<file path="config.mk">
export PLATFORM = sky130hd
export DESIGN_NAME = servo_pwm_bank
export DESIGN_NICKNAME = d
export VERILOG_FILES = /design/src/rtl/servo_pwm_bank.sv
export SDC_FILE = /design/constraint.sdc
export NUM_CORES = 1
export LEC_CHECK = 0
export CORE_UTILIZATION = 30
export DETAILED_ROUTE_END_ITERATION = 10
export GPL_ROUTABILITY_DRIVEN = 1
export PLACE_DENSITY = 0.46
export SLEW_MARGIN = 15
export SYNTH_ARGS = -nofsm -noshare
export SYNTH_HDL_FRONTEND = slang
export SYNTH_SLANG_ARGS = --single-unit
</file>
<file path="constraint.sdc">
create_clock -name PCLK -period 5.4 [get_ports PCLK]
set_clock_uncertainty 0.05 [all_clocks]
set_input_delay 1.35 -clock PCLK [delete_from_list [all_inputs] [get_ports PCLK]]
set_output_delay 1.35 -clock PCLK [all_outputs]
set_load 0.01 [all_outputs]
</file>
<file path="src/rtl/servo_pwm_bank.sv">
// servo_pwm_bank: N-channel RC-servo PWM generator behind an APB3 slave.
// Pulse widths (cur) only change at frame boundaries, so outputs never glitch.
module servo_pwm_bank #(
  parameter int NUM_CH     = 4,
  parameter int TICK_DIV   = 100,
  parameter int PERIOD_DEF = 20000,
  parameter int MIN_PULSE  = 1000,
  parameter int MAX_PULSE  = 2000,
  parameter int CENTER     = 1500,
  parameter int STEP_DEF   = 10
) (
  input  logic              PCLK,
  input  logic              PRESERN,
  input  logic              PSEL,
  input  logic              PENABLE,
  input  logic              PWRITE,
  input  logic [31:0]       PADDR,
  input  logic [31:0]       PWDATA,
  output logic              PREADY,
  output logic              PSLVERR,
  output logic [31:0]       PRDATA,
  output logic [NUM_CH-1:0] servo_pwm
);

  localparam int PSC_W = (TICK_DIV > 1) ? $clog2(TICK_DIV) : 1;

  logic                   en_q, en_d, slew_q, slew_d, en_prev_q;
  logic [15:0]            per_q, per_d, step_q, step_d;
  logic [15:0]            per_act_q, per_act_d, fcnt_q, fcnt_d;
  logic [PSC_W-1:0]       psc_q, psc_d;
  logic [NUM_CH-1:0][15:0] tgt_q, tgt_d, cur_q, cur_d;
  logic [NUM_CH-1:0]      pwm_q, pwm_d, status;

  // Target writes saturate into the legal servo range.
  function automatic logic [15:0] clamp_tgt(input logic [31:0] v);
    if (v < 32'(MIN_PULSE))      return 16'(MIN_PULSE);
    else if (v > 32'(MAX_PULSE)) return 16'(MAX_PULSE);
    else                         return v[15:0];
  endfunction

  // Move cur toward tgt by at most step, landing exactly on tgt (17-bit compare).
  function automatic logic [15:0] slew(input logic [15:0] cur, input logic [15:0] tgt,
                                       input logic [15:0] step);
    logic [16:0] diff;
    if (tgt >= cur) begin
      diff = {1'b0, tgt} - {1'b0, cur};
      if ({1'b0, step} < diff) return cur + step;
      else                     return tgt;
    end else begin
      diff = {1'b0, cur} - {1'b0, tgt};
      if ({1'b0, step} < diff) return cur - step;
      else                     return tgt;
    end
  endfunction

  // Address decode: channel windows at 0x20+8*i, 0x20 maps to index 0.
  logic [7:0] off;
  logic       is_ctrl, is_status, is_period, is_step, in_ch_win, ch_ok, is_cur;
  logic [2:0] ch_idx;
  logic       mapped, ro_hit, per_bad, acc, err, wr_ok;
  logic       unused_bits;

  assign off         = PADDR[7:0];
  assign unused_bits = ^PADDR[31:8];
  assign is_ctrl     = (off == 8'h00);
  assign is_status   = (off == 8'h04);
  assign is_period   = (off == 8'h08);
  assign is_step     = (off == 8'h0C);
  assign in_ch_win   = (off >= 8'h20) && (off <= 8'h5C) && (off[1:0] == 2'b00);
  assign ch_idx      = off[5:3] + 3'd4;
  assign is_cur      = off[2];
  assign ch_ok       = in_ch_win && ({29'd0, ch_idx} < 32'(NUM_CH));
  assign mapped      = is_ctrl | is_status | is_period | is_step | ch_ok;
  assign ro_hit      = is_status | (ch_ok & is_cur);
  assign per_bad     = is_period & (PWDATA[15:0] <= 16'(MAX_PULSE));
  assign acc         = PSEL & PENABLE;
  assign err         = acc & (~mapped | (PWRITE & (ro_hit | per_bad)));
  assign wr_ok       = acc & PWRITE & ~err;
  assign PSLVERR     = err;
  assign PREADY      = 1'b1;
  assign servo_pwm   = pwm_q;

  // Register-file next state from committed APB writes.
  always_comb begin
    en_d   = en_q;
    slew_d = slew_q;
    per_d  = per_q;
    step_d = step_q;
    tgt_d  = tgt_q;
    if (wr_ok) begin
      if (is_ctrl) begin
        en_d   = PWDATA[0];
        slew_d = PWDATA[1];
      end
      if (is_period) per_d  = PWDATA[15:0];
      if (is_step)   step_d = PWDATA[15:0];
      for (int i = 0; i < NUM_CH; i++)
        if (ch_ok && !is_cur && ch_idx == 3'(i)) tgt_d[i] = clamp_tgt(PWDATA);
    end
  end

  // Timebase, frame-boundary pulse update and output compare.
  logic en_rise, tick, wrap, boundary;
  always_comb begin
    en_rise   = en_q & ~en_prev_q;
    tick      = (psc_q == PSC_W'(TICK_DIV - 1));
    wrap      = en_q & ~en_rise & tick & (fcnt_q == per_act_q - 16'd1);
    boundary  = wrap | en_rise;
    psc_d     = (!en_q || en_rise || tick) ? '0 : psc_q + 1'b1;
    fcnt_d    = fcnt_q;
    if (!en_q || en_rise || wrap) fcnt_d = '0;
    else if (tick)                fcnt_d = fcnt_q + 16'd1;
    per_act_d = boundary ? per_q : per_act_q;
    cur_d     = cur_q;
    pwm_d     = '0;
    for (int i = 0; i < NUM_CH; i++) begin
      if (boundary) cur_d[i] = slew_q ? slew(cur_q[i], tgt_q[i], step_q) : tgt_q[i];
      pwm_d[i] = en_q & ~en_rise & (fcnt_q < cur_q[i]);
    end
  end

  // Read mux: combinational while PSEL is high, zero otherwise or when unmapped.
  always_comb begin
    PRDATA = '0;
    for (int i = 0; i < NUM_CH; i++) status[i] = (cur_q[i] != tgt_q[i]);
    if (PSEL) begin
      if (is_ctrl)   PRDATA = {30'd0, slew_q, en_q};
      if (is_status) PRDATA[NUM_CH-1:0] = status;
      if (is_period) PRDATA = {16'd0, per_q};
      if (is_step)   PRDATA = {16'd0, step_q};
      for (int i = 0; i < NUM_CH; i++)
        if (ch_ok && ch_idx == 3'(i)) PRDATA = {16'd0, is_cur ? cur_q[i] : tgt_q[i]};
    end
  end

  // State registers with synchronous active-high reset.
  always_ff @(posedge PCLK) begin
    if (PRESERN) begin
      en_q      <= 1'b0;
      slew_q    <= 1'b0;
      en_prev_q <= 1'b0;
      per_q     <= 16'(PERIOD_DEF);
      step_q    <= 16'(STEP_DEF);
      per_act_q <= 16'(PERIOD_DEF);
      fcnt_q    <= '0;
      psc_q     <= '0;
      tgt_q     <= {NUM_CH{16'(CENTER)}};
      cur_q     <= {NUM_CH{16'(CENTER)}};
      pwm_q     <= '0;
    end else begin
      en_q      <= en_d;
      slew_q    <= slew_d;
      en_prev_q <= en_q;
      per_q     <= per_d;
      step_q    <= step_d;
      per_act_q <= per_act_d;
      fcnt_q    <= fcnt_d;
      psc_q     <= psc_d;
      tgt_q     <= tgt_d;
      cur_q     <= cur_d;
      pwm_q     <= pwm_d;
    end
  end

endmodule

</file>
=== Word-level counts from Yosys, hierarchy flattened ===
Cells that the tools add are included.

* Register bits: 206
* Bits of input ports: 69

* $add $sub $neg: 20
* Order comparisons: 22
* Equality and inequality tests: 12
* Mux-type cells: 31
* Bitwise logic cells: 27
* Reductions and logical operators: 29

{| class="wikitable"
|+ Operators by type and width
! cell !! number
|-
| $mux W16 || 22
|-
| $mux W32 || 7
|-
| $lt A16 B17 Y1 || 8
|-
| $sub A16 B16 Y17 || 8
|-
| $add A16 B16 Y16 || 4
|-
| $ge A16 B16 Y1 || 4
|-
| $lt A16 B16 Y1 || 4
|-
| $ne A16 B16 Y1 || 4
|-
| $sub A16 B16 Y16 || 4
|-
| $gt A32 B11 Y1 const B || 1
|-
| $lt A32 B10 Y1 const B || 1
|-
| $add A16 B1 Y16 const B || 1
|-
| $eq A16 B16 Y1 || 1
|-
| $eq A8 B4 Y1 const B || 2
|-
| $le A16 B11 Y1 const B || 1
|-
| $sub A16 B1 Y16 const B || 1
|-
| $and A1 B1 Y1 || 15
|-
| $reduce_and A2 Y1 || 7
|-
| $logic_and A1 B1 Y1 || 12
|-
| $eq A8 B3 Y1 const B || 1
|-
| $ge A8 B6 Y1 const B || 1
|-
| $le A8 B7 Y1 const B || 1
|-
| $logic_not A8 Y1 || 1
|-
| $or A1 B1 Y1 || 8
|-
| 14 further kinds || 22
|}

=== Longest topological paths before layout ===
* Depth after elaboration: 13
* Gate-level depth with buffers: 24

=== Worst setup path before layout ===
Ideal clock, no wire load.

* Path kind: input-to-output
* Start point: input PADDR[3]
* End point: output PRDATA[0]
* Data arrival time: 3.429 ns
* Setup slack: 0.571 ns
* Stages on the path: 7
* Buffers on the path: 4
* Path through: buf_1 clkbuf_1 clkbuf_1 clkbuf_1 mux4_2 nand2_1 a21oi_1

* Longest elaborated chain between the ends: 10
* Elaborated cells between the ends (all ways): 28
* Those cells by class: add/sub: 1; order compare: 3; eq/ne: 6; mux: 9; reduce/logical: 9

{| class="wikitable"
|+ Ends and longest elaborated chain
! item !! RTL line !! RTL
|-
| from (decl) || 17 || <nowiki>input logic [31:0] PADDR,</nowiki>
|-
| parallel branches: the longest is 8 deep, another holds $add A3 B3 Y3 || n/a ||
|-
| $mux W32 (*) || 132 || <nowiki>if (ch_ok && ch_idx == 3'(i)) PRDATA = {16'd0, is_cur ? cur_q[i] : tgt_q[i]};</nowiki>
|-
| $mux W32 (*) || 126 || <nowiki>if (PSEL) begin</nowiki>
|-
| to (decl) || 21 || <nowiki>output logic [31:0] PRDATA,</nowiki>
|}

Every way passes the cells marked *.

=== Worst setup path after layout ===
* Start point: input PADDR[7]
* End point: output PRDATA[4]

* Longest elaborated chain between the ends: 10
* Elaborated cells between the ends (all ways): 18
* Those cells by class: order compare: 2; eq/ne: 2; mux: 7; reduce/logical: 7

{| class="wikitable"
|+ Ends and longest elaborated chain
! item !! RTL line !! RTL
|-
| $ge A8 B6 Y1 or $le A8 B7 Y1 (tied branches) || 69 || <nowiki>assign in_ch_win = (off >= 8'h20) && (off <= 8'h5C) && (off[1:0] == 2'b00);</nowiki>
|-
| $logic_and A1 B1 Y1 (2 in series) || 69 ||
|-
| $logic_and A1 B1 Y1 || 72 || <nowiki>assign ch_ok = in_ch_win && ({29'd0, ch_idx} < 32'(NUM_CH));</nowiki>
|-
| $logic_and A1 B1 Y1 || 132 ||
|-
| $mux W32 (3 in series) || 132 ||
|-
| $mux W32 (*) || 132 ||
|-
| $mux W32 (*) || 126 ||
|}

Mark *: on every way between the ends. The rest lies on a longest branch, timed or not.

==> reports/qor.yml <==
synth:
  synth_area_leaders: "ha_1 21%, dfxtp_1 16%, a21oi_1 6.0%"
  async_flop_share_pct: 0
  synth-seq-cells: 206
  yosysSeqAreaShare_pct: 15.8
  yosysWarnings: 0
  ys_types: 101
  syn_area_sq_um: 26100
  synth.top_cell.area_share_pct: 20.7
  synthFlopType: "dfxtp_1"
  syn_inst: 3409
  syn_avg_cell_area_sq_um: 7.65
  synth_edf_count: 0
  yosys.area.top_type: "ha_1"
worst_setup_path:
  r2r_cells: 20
  timing.rr.end: "cur_q[5]"
  crit_arrival_ps: 3920
  slowest_delay_ps: 540
  end_kind: "primary output"
  r2r_slack_ps: 250
  rr_startpoint: "tgt_q[0]"
  worstPathMaxFanout: 4
  crit_slowest_cell: "clkdlybuf4s50_1"
  cp-start-kind: "primary input"
  crit_chain: "clkdlybuf4s50_1, or4_1, buf_4, nor3_1, buf_4, nand2_2, o21ai_0, and3_4, clkdlybuf4s50_1"
  critPathKind: "primary input to primary output"
  critical_path_required_ps: 4000
finish:
  final_nets: 4083
  final_common_cell: "ha_1"
  stdcell_count: 4734
  fill_cells: 9169
  layout-drive-gt1-share_pct: 10.3
  area_growth_pct: 16.5
  n_antenna_cell: 0
  final_cell_mix: "430 x ha_1, 310 x a21oi_1, 280 x nand2_1"
cts:
  clk_latency_ps: 600
  clk_pin_slew_ps: 60
  cts.root.buffer_cell: "clkbuf_16"
  clock_sinks: 206
  hold_buffers: 0
  cts_buffers: 30
  cts_max_path_buffers: 3
  htreeDepth: 1
  cts_tree: "done"
timing:
  fmax_mhz: 188
  hold_ws_ps: 413
  tightestPinTransition_ps: 1120
  fin_setup_tns_ps: 0
  min_period_over_period_pct: 98.6
  hold_viol_final: 0
  rsz0062_at_grt: "false"
  fin_crit_ps: 5320
  max_slew_margin_pct: 23.5
  maxSlewViolCount: 0
  finalSetupViolCount: 0
routing:
  met1_length_um: 56900
  vias: 26800
  met3_length_um: 8600
  dr.max_layer_used: "met5"
  antenna_left: 0
  drt_iter0_markers: 2554
  finalWirelength_um: 125000
  wl_per_cell_um: 26.4
  vias_per_cell: 5.66
  drc: 0
  dr.pass1.iters: 8
  wl_met2_um: 52200
floorplan:
  rows: 107
  pin_count: 107
  fp.coreArea_sq_um: 85700
  die-height_um: 297
  die_area_sq_um: 88200
  die_width_um: 297
  initial_utilization_pct: 30.5
pwr:
  power_density_nw_per_um2: 128
  p_leak_nw: 13.4
  peakVddDrop_v: 0.000189
place:
  placed_cells: 4678
  dp_hpwl_um: 97600
  portBuffers: 65
  globalplace.congestion: 1.01
min_path:
  min_path_cells: 1
  hold_end: "psc_q[0]"
  hp-start: "psc_q[0]"
  worstHoldPathType: "flip-flop to flip-flop"
global_route:
  grt_pass1_wl_um: 178000
  antenna_found_initial: 5
  grt_overflow_total: 0
  grt_use_total_pct: 27.4
  grt_pass1_vias: 25400
  grt_max_degree: 68
status:
  outcome: "complete, no violations"
flow_run:
  drv_cap: 0
## area by class of cell
class | instances | area, sq um | area share (%)
clock buffer | 44 | 935 | 3.07
clock inverter | 11 | 135 | 0.444
sequential | 206 | 4130 | 13.6
tap | 1144 | 1430 | 4.71
multi-input combinational | 2777 | 20300 | 66.8
timing repair buffer | 289 | 2480 | 8.14
inverter | 263 | 987 | 3.25
## power breakdown
part,internal [mW],leakage [nW],switching (mW)
Sequential,1.52,1.66,0.000144
Combinational,0.0756,11.2,0.126
Clock,1.33,0.530,0.849
## layer usage
metal / vias up / GRT usage (%)
li1: 12700 / -
met1: 12800 / 38.0
met2: 1017 / 41.2
met3: 243 / 3.98
met4: 4 / 13.3
met5: - / 0
## through the flow
stage | util (%) | worst slack (ps) | cell area (sq um) | power (mW)
after floorplan | - | 571 | 26100 | 1.64
after global placement | 34.1 | -109 | 29300 | 1.75
after detailed placement | 34.1 | -123 | 29300 | 1.75
after CTS | 35.4 | -1.59 | 30300 | 3.92
after global routing | 35.5 | 2.01 | 30400 | 4.00
final | 35.5 | 77.5 | 30400 | 3.90
## how the worst max path moves through the flow
stage | slack, ps | end | startpoint | cells after the start
floorplan | 570 | PRDATA[0] | PADDR[3] | 7
global placement | -110 | PRDATA[8] | PADDR[7] | 10
detailed placement | -120 | PRDATA[8] | PADDR[7] | 10
CTS | -2 | PRDATA[10] | PADDR[7] | 10
global route | 2 | cur_q[5] | tgt_q[0] | 22
finish | 80 | PRDATA[4] | PADDR[7] | 9
## Yosys cell counts (39+ instances only)
cell      instances
nand3_1          86
xnor2_1         116
xor2_1           62
ha_1            431
nand4_1          39
o21ai_0         169
clkbuf_1        128
dfxtp_1         206
nand2_1         283
nand2b_1         43
a21o_1           74
o211ai_1         71
mux2i_1          63
a21oi_1         311
a211oi_1         50
inv_1           261
o21bai_1         42
nor3_1          106
nor2_1          240
## sequential cells by signal, summed over array words and instances, names as in the netlist, 4 cells and up
register and cells:
cur_q 64, tgt_q 64, fcnt_q 16, per_act_q 16
per_q 16, step_q 16, psc_q 7, servo_pwm 4
## worst max-delay path, delay by kind of cell
kind            cells  cell delay, ps
compound gates      1             240
simple gates        4            1020
buf+inv             4            1310
## cells by family after synthesis
kind of cell    share of synthesized area (%)
other cells                            0.0288
buf+inv                                  6.81
simple gates                             18.1
mux                                      3.84
fa+ha+maj                                21.9
compound gates                           27.4
xor+xnor                                 6.06
flops                                    15.8
## what timing repair did
action / 4_1_cts / 5_1_grt
setup buffers: 0 / 1
resized for setup: 15 / 26
hold endpoints to repair: 0 / 0
pin swaps: 5 / 1
endpoints found under the setup margin: 11 / 25
Power figures use the tool's default switching activity.
